[src/rtl/wb_reg_file_if.sv]
// wb_reg_file_if
// Bundles the MEM/WB write-back inputs, the two ID-stage read ports and the
// debug/trace outputs of the write-back register file into one interface.
//
// Signals:
//   RegDmOut, RegAluOut  write-back candidates (load data / ALU result)
//   RegRd, RegRegW       destination register and write enable
//   RegMem2R             write-back select (1 = load data, 0 = ALU result)
//   Rs, Rt               read addresses from the ID stage
//   RsData, RtData       combinational read data with write-through bypass
//   WbData               selected write-back value (combinational)
//   WbCount              number of committed writes (registered)
//   LastRd, LastData     destination/data of the most recent commit
//
// Modports:
//   master  drives the pipeline inputs and observes the results
//   slave   the register file itself
interface wb_reg_file_if #(
    parameter int WIDTH = 32
);
    logic [WIDTH-1:0] RegDmOut;
    logic [WIDTH-1:0] RegAluOut;
    logic [4:0]       RegRd;
    logic             RegRegW;
    logic             RegMem2R;
    logic [4:0]       Rs;
    logic [4:0]       Rt;
    logic [WIDTH-1:0] RsData;
    logic [WIDTH-1:0] RtData;
    logic [WIDTH-1:0] WbData;
    logic [31:0]      WbCount;
    logic [4:0]       LastRd;
    logic [WIDTH-1:0] LastData;

    modport master (
        output RegDmOut, RegAluOut, RegRd, RegRegW, RegMem2R, Rs, Rt,
        input  RsData, RtData, WbData, WbCount, LastRd, LastData
    );

    modport slave (
        input  RegDmOut, RegAluOut, RegRd, RegRegW, RegMem2R, Rs, Rt,
        output RsData, RtData, WbData, WbCount, LastRd, LastData
    );
endinterface

[src/rtl/wb_reg_file.sv]
// wb_reg_file
// Write-back stage and 32x32 general-purpose register file of the 5-stage
// MIPS pipeline. Selects the write-back value from the MEM/WB outputs,
// commits it to the register array and serves two combinational read ports
// with same-cycle write-through bypass. Register 0 is hardwired to zero.
// A commit counter and last-write trace registers support debug.
//
// Ports:
//   clk   single clock, all state updates on the rising edge
//   rst   synchronous active-high reset; clears registers, counter, trace
//   bus   wb_reg_file_if.slave carrying the MEM/WB inputs, read ports
//         and debug outputs
module wb_reg_file #(
    parameter int DEPTH = 32,
    parameter int WIDTH = 32
) (
    input  logic          clk,
    input  logic          rst,
    wb_reg_file_if.slave  bus
);

    logic [WIDTH-1:0] regs [DEPTH];
    logic [WIDTH-1:0] wbData;
    logic             commit;
    logic [31:0]      wbCountQ;
    logic [4:0]       lastRdQ;
    logic [WIDTH-1:0] lastDataQ;
    logic [WIDTH-1:0] rsData;
    logic [WIDTH-1:0] rtData;

    // Reset suppresses commit so a write presented in the reset cycle is lost
    // and the bypass never forwards it.
    always_comb begin
        wbData = bus.RegMem2R ? bus.RegDmOut : bus.RegAluOut;
        commit = bus.RegRegW && (bus.RegRd != 5'd0) && !rst;
    end

    // Read ports: reset and r0 force zero, then the in-flight commit is
    // forwarded ahead of the array contents.
    always_comb begin
        rsData = '0;
        if (!rst && bus.Rs != 5'd0) begin
            if (commit && bus.RegRd == bus.Rs) begin
                rsData = wbData;
            end else begin
                rsData = regs[bus.Rs];
            end
        end
    end

    always_comb begin
        rtData = '0;
        if (!rst && bus.Rt != 5'd0) begin
            if (commit && bus.RegRd == bus.Rt) begin
                rtData = wbData;
            end else begin
                rtData = regs[bus.Rt];
            end
        end
    end

    // Register array. Entry 0 is only ever written by reset, so it stays zero.
    always_ff @(posedge clk) begin
        if (rst) begin
            for (int i = 0; i < DEPTH; i++) begin
                regs[i] <= '0;
            end
        end else if (commit) begin
            regs[bus.RegRd] <= wbData;
        end
    end

    // Commit counter and last-write trace; the counter wraps modulo 2^32.
    always_ff @(posedge clk) begin
        if (rst) begin
            wbCountQ  <= '0;
            lastRdQ   <= '0;
            lastDataQ <= '0;
        end else if (commit) begin
            wbCountQ  <= wbCountQ + 32'd1;
            lastRdQ   <= bus.RegRd;
            lastDataQ <= wbData;
        end
    end

    assign bus.WbData   = wbData;
    assign bus.RsData   = rsData;
    assign bus.RtData   = rtData;
    assign bus.WbCount  = wbCountQ;
    assign bus.LastRd   = lastRdQ;
    assign bus.LastData = lastDataQ;

endmodule
[src/flat_wrapper.sv]
// flat-port wrapper written by rule: the top's interface ports become plain ports
module wb_reg_file_flat 
#(
    parameter int DEPTH = 32,
    parameter int WIDTH = 32
)
  (clk, rst, bus_RegDmOut, bus_RegAluOut, bus_RegRd, bus_RegRegW, bus_RegMem2R, bus_Rs, bus_Rt, bus_RsData, bus_RtData, bus_WbData, bus_WbCount, bus_LastRd, bus_LastData);
  wb_reg_file_if #(.WIDTH(WIDTH)) bus_i ();
  input  logic clk;
  input  logic rst;
  input wire logic [$bits(bus_i.RegDmOut)-1:0] bus_RegDmOut;
  input wire logic [$bits(bus_i.RegAluOut)-1:0] bus_RegAluOut;
  input wire logic [$bits(bus_i.RegRd)-1:0] bus_RegRd;
  input wire logic [$bits(bus_i.RegRegW)-1:0] bus_RegRegW;
  input wire logic [$bits(bus_i.RegMem2R)-1:0] bus_RegMem2R;
  input wire logic [$bits(bus_i.Rs)-1:0] bus_Rs;
  input wire logic [$bits(bus_i.Rt)-1:0] bus_Rt;
  output wire logic [$bits(bus_i.RsData)-1:0] bus_RsData;
  output wire logic [$bits(bus_i.RtData)-1:0] bus_RtData;
  output wire logic [$bits(bus_i.WbData)-1:0] bus_WbData;
  output wire logic [$bits(bus_i.WbCount)-1:0] bus_WbCount;
  output wire logic [$bits(bus_i.LastRd)-1:0] bus_LastRd;
  output wire logic [$bits(bus_i.LastData)-1:0] bus_LastData;
  assign bus_i.RegDmOut = bus_RegDmOut;
  assign bus_i.RegAluOut = bus_RegAluOut;
  assign bus_i.RegRd = bus_RegRd;
  assign bus_i.RegRegW = bus_RegRegW;
  assign bus_i.RegMem2R = bus_RegMem2R;
  assign bus_i.Rs = bus_Rs;
  assign bus_i.Rt = bus_Rt;
  assign bus_RsData = bus_i.RsData;
  assign bus_RtData = bus_i.RtData;
  assign bus_WbData = bus_i.WbData;
  assign bus_WbCount = bus_i.WbCount;
  assign bus_LastRd = bus_i.LastRd;
  assign bus_LastData = bus_i.LastData;
  wb_reg_file #(.DEPTH(DEPTH), .WIDTH(WIDTH)) u_core (.clk(clk), .rst(rst), .bus(bus_i));
endmodule
[config.mk]
export PLATFORM = sky130hd
export DESIGN_NAME = wb_reg_file_flat
export DESIGN_NICKNAME = d
export VERILOG_FILES = /design/src/rtl/wb_reg_file_if.sv /design/src/rtl/wb_reg_file.sv /design/src/flat_wrapper.sv
export SDC_FILE = /design/constraint.sdc
export NUM_CORES = 2
export LEC_CHECK = 0
export ABC_AREA = 1
export BUFFER_PORTS_ARGS = -buffer_cell sky130_fd_sc_hd__buf_4
export CORE_MARGIN = 2
export CORE_UTILIZATION = 40
export CTS_CLUSTER_SIZE = 10
export DETAILED_ROUTE_END_ITERATION = 8
export REMOVE_ABC_BUFFERS = 1
export SYNTH_ARGS = -nofsm -noshare
export SYNTH_HDL_FRONTEND = slang
export SYNTH_SLANG_ARGS = --single-unit
[constraint.sdc]
create_clock -name clk -period 7.7 [get_ports clk]
set_clock_uncertainty 0.1 [all_clocks]
set_input_delay 1.54 -clock clk [delete_from_list [all_inputs] [get_ports clk]]
set_output_delay 1.54 -clock clk [all_outputs]
set_load 0.01 [all_outputs]
==> impl_metrics.env <==
export IMPL_seq_area_frac_synth=0.517
export IMPL_via_count=60400
export IMPL_slew_viol_final=0
export IMPL_cts_buffer_depth=3
export IMPL_start_util=0.403
export IMPL_p_leak_nw=31.3
export IMPL_crit_arrival_ns=4.96
export IMPL_ys_types=33
export IMPL_dp_hpwl_mm=156
export IMPL_multi_input_area_mm2=0.0258
export IMPL_cp_max_fo=55
export IMPL_cts_resized=0
export IMPL_fillers=15300
export IMPL_grt_pass1_vias=55700
export IMPL_layout_common_cells="3,311 x nand2_1, 1,295 x nor2_1, 1,024 x edfxtp_1, 872 x nand3_1, 531 x inv_1"
export IMPL_power_density_mw_per_mm2=216
export IMPL_ir_drop_uv=247
export IMPL_num_io_pins=248
export IMPL_grt_max_degree=176
export IMPL_worstReg2RegStart="u_core.bus.WbCount[1]"
export IMPL_grt_ovfl_total=0
export IMPL_fin_crit_ns=6.60
export IMPL_route_detailed_drc=4
export IMPL_die_area_mm2=0.159
export IMPL_ant_nets=0
export IMPL_clkTransAtPathRegs_ns=0.05
export IMPL_cts_htree_levels=4
export IMPL_synthArstFlopShare=0
export IMPL_port_buffer_count=247
export IMPL_crit_path_start_kind="input pin"
export IMPL_postCtsSetupRepairBufs=0
export IMPL_path_cells="buf_6 > inv_1 > nand2_4 > a21oi_1 > nor2_1 > nand2_1 > nand3_1 > nand2_1 > a21oi_1 > buf_4"
export IMPL_vias_per_cell=5.75
export IMPL_synthCells=8454
export IMPL_ys_seq_elements=1093
export IMPL_ctsHoldBuffers=0
export IMPL_gp_congestion=0.938
export IMPL_synthToLayoutAreaGrowth_pct=12.1
export IMPL_synth_edf_count=1024
export IMPL_final_common_cell="nand2_1"
export IMPL_nets=8463
export IMPL_diodes=0
export IMPL_syn_area_mm2=0.0621
export IMPL_slowest_stage="a21oi_1"
export IMPL_end_kind="output pin"
export IMPL_place_ws_ns=1.51
export IMPL_rsz0062_at_grt="no"
export IMPL_clock_sinks=1093
export IMPL_hp_start="u_core.bus.LastData[14]"
export IMPL_cts_tree="done"
export IMPL_num_rows=144
export IMPL_maxSlewHeadroom=0.172
export IMPL_failed_checks="design-rule violations"
export IMPL_crit_path_end="bus_RtData[8]"
export IMPL_synth_flop_cell="edfxtp_1"
export IMPL_hold_slack_ns=0.389
export IMPL_wire_per_inst_um=25.5
export IMPL_drive_gt1_frac=0.0801
export IMPL_first_pass_iters=9
export IMPL_seq_area_mm2=0.0321
export IMPL_rr_worst_depth=8
export IMPL_maxCapViolCount=0
export IMPL_drt_iter0_drc=9373
export IMPL_critPathRequiredTime_ns=6.06
export IMPL_die_h_um=398
export IMPL_fmax_mhz=152
export IMPL_core_area_mm2=0.154
export IMPL_rrSetupSlack_ns=5.68
export IMPL_grt_use_total=0.329
export IMPL_max_stage_delay_ns=0.93
export IMPL_r2r_end="u_core.bus.WbCount[26]"
export IMPL_clk_latency_ns=0.79
export IMPL_grt_pass1_wl_mm=381
export IMPL_worst_pin_slew_ns=1.24
export IMPL_antenna_found_initial=6
export IMPL_status="finished with violations"
export IMPL_cts_root_buf="clkbuf_16"
export IMPL_period_share=0.857
export IMPL_crit_type="input pin to output pin"
export IMPL_hold_viol=0
export IMPL_setup_ws_ns=1.10
export IMPL_routed_wl_mm=267
export IMPL_syn_area_per_cell_um2=7.35
export IMPL_cts_buffers=130
export IMPL_yosysWarnings=0
export IMPL_fp_dieW_um=398
export IMPL_setup_viol=0
export IMPL_critPathLaunch="bus_Rt[2]"
export IMPL_hold_path_class="flop to flop"
critical path, delay by kind of cell:
| family | cells | cell delay [ns] |
|---|---|---|
| AND/OR/NAND/NOR | 5 | 1.23 |
| AO/OA/AOI/OAI | 2 | 1.03 |
| buffers and inverters | 3 | 0.93 |
layout make-up:
cell class,instances,area share
repair buffers,415,0.0491
flip-flops and latches,1093,0.461
multi-input cells,6198,0.371
clock buffers,182,0.0504
inverters,541,0.0296
well taps,2044,0.0367
clock inverters,19,0.00230
worst min path at each step:
stage / to / slack (ns) / cells after the start
after global placement: u_core.bus.LastData[17] / 0.37 / 2
after detailed placement: u_core.bus.LastData[1] / 0.38 / 2
after global routing: u_core.bus.WbCount[31] / 0.42 / 2
final: u_core.bus.LastData[14] / 0.39 / 2
after floorplan: u_core.bus.WbCount[2] / 0.39 / 2
after CTS: u_core.bus.LastData[14] / 0.39 / 2
metrics by stage:
step	area, um^2	total power, W	cells	util	setup TNS (ns)
after floorplan	59400	0.00820	7832	-	-15.75
final	69700	0.0150	10500	0.452	0
after global routing	69700	0.0155	10500	0.452	0
after detailed placement	66000	0.00938	10300	0.428	0
after global placement	66000	0.00935	10300	0.428	0
after CTS	69700	0.0150	10500	0.452	0
Yosys cell counts (4+ instances only):
cell type,instances,share of area
xor2_1,4,0.00056
o211ai_1,4,0.00048
o21ai_1,32,0.0026
nand4_1,6,0.00060
buf_1,70,0.0042
edfxtp_1,1024,0.49
nor2_1,1298,0.078
nand3b_1,7,0.00085
a21oi_1,336,0.027
nand2_2,10,0.0010
inv_2,5,0.00030
nand3_1,872,0.070
dfxtp_1,69,0.022
inv_1,535,0.032
buf_2,253,0.020
clkbuf_1,319,0.019
nor3_1,11,0.00089
nand2_1,3366,0.20
o21ai_0,203,0.016
xnor2_1,6,0.00085
buf_4,10,0.0012
report_power, final:
group          internal, W  total (W)  leakage, nW  switching [W]
logic             0.000595    0.00239         19.2        0.00179
clock network      0.00316    0.00569         1.78        0.00253
registers          0.00682    0.00697         10.3       0.000144
sequential cells by signal (all words and copies together), names as in the netlist:
register	flops
u_core.bus.WbCount	32
u_core.bus.LastData	32
u_core.bus.LastRd	5
u_core.regs	1024
logic make-up after synthesis:
| logic type | Yosys count | share of synthesized area |
|---|---|---|
| AND/OR/NAND/NOR | 5576 | 0.356 |
| buffers and inverters | 1194 | 0.0779 |
| flip-flops | 1093 | 0.517 |
| AO/OA/AOI/OAI | 579 | 0.0469 |
| XOR/XNOR | 10 | 0.00141 |
| adder cells (fa/ha/maj) | 1 | 0.000201 |
| other | 1 | 0.0000604 |
layer usage:
layer / routed length (um) / share of wire / GRT usage / vias up
met1: 99900 / 0.37 / 0.437 / 28400
li1: - / - / - / 26700
met3: 38800 / 0.15 / 0.0971 / 753
met4: 14700 / 0.055 / 0.167 / 0
met5: 0 / 0 / 0 / -
met2: 114000 / 0.43 / 0.485 / 4565
No activity file was read; power rests on OpenSTA's default activity.
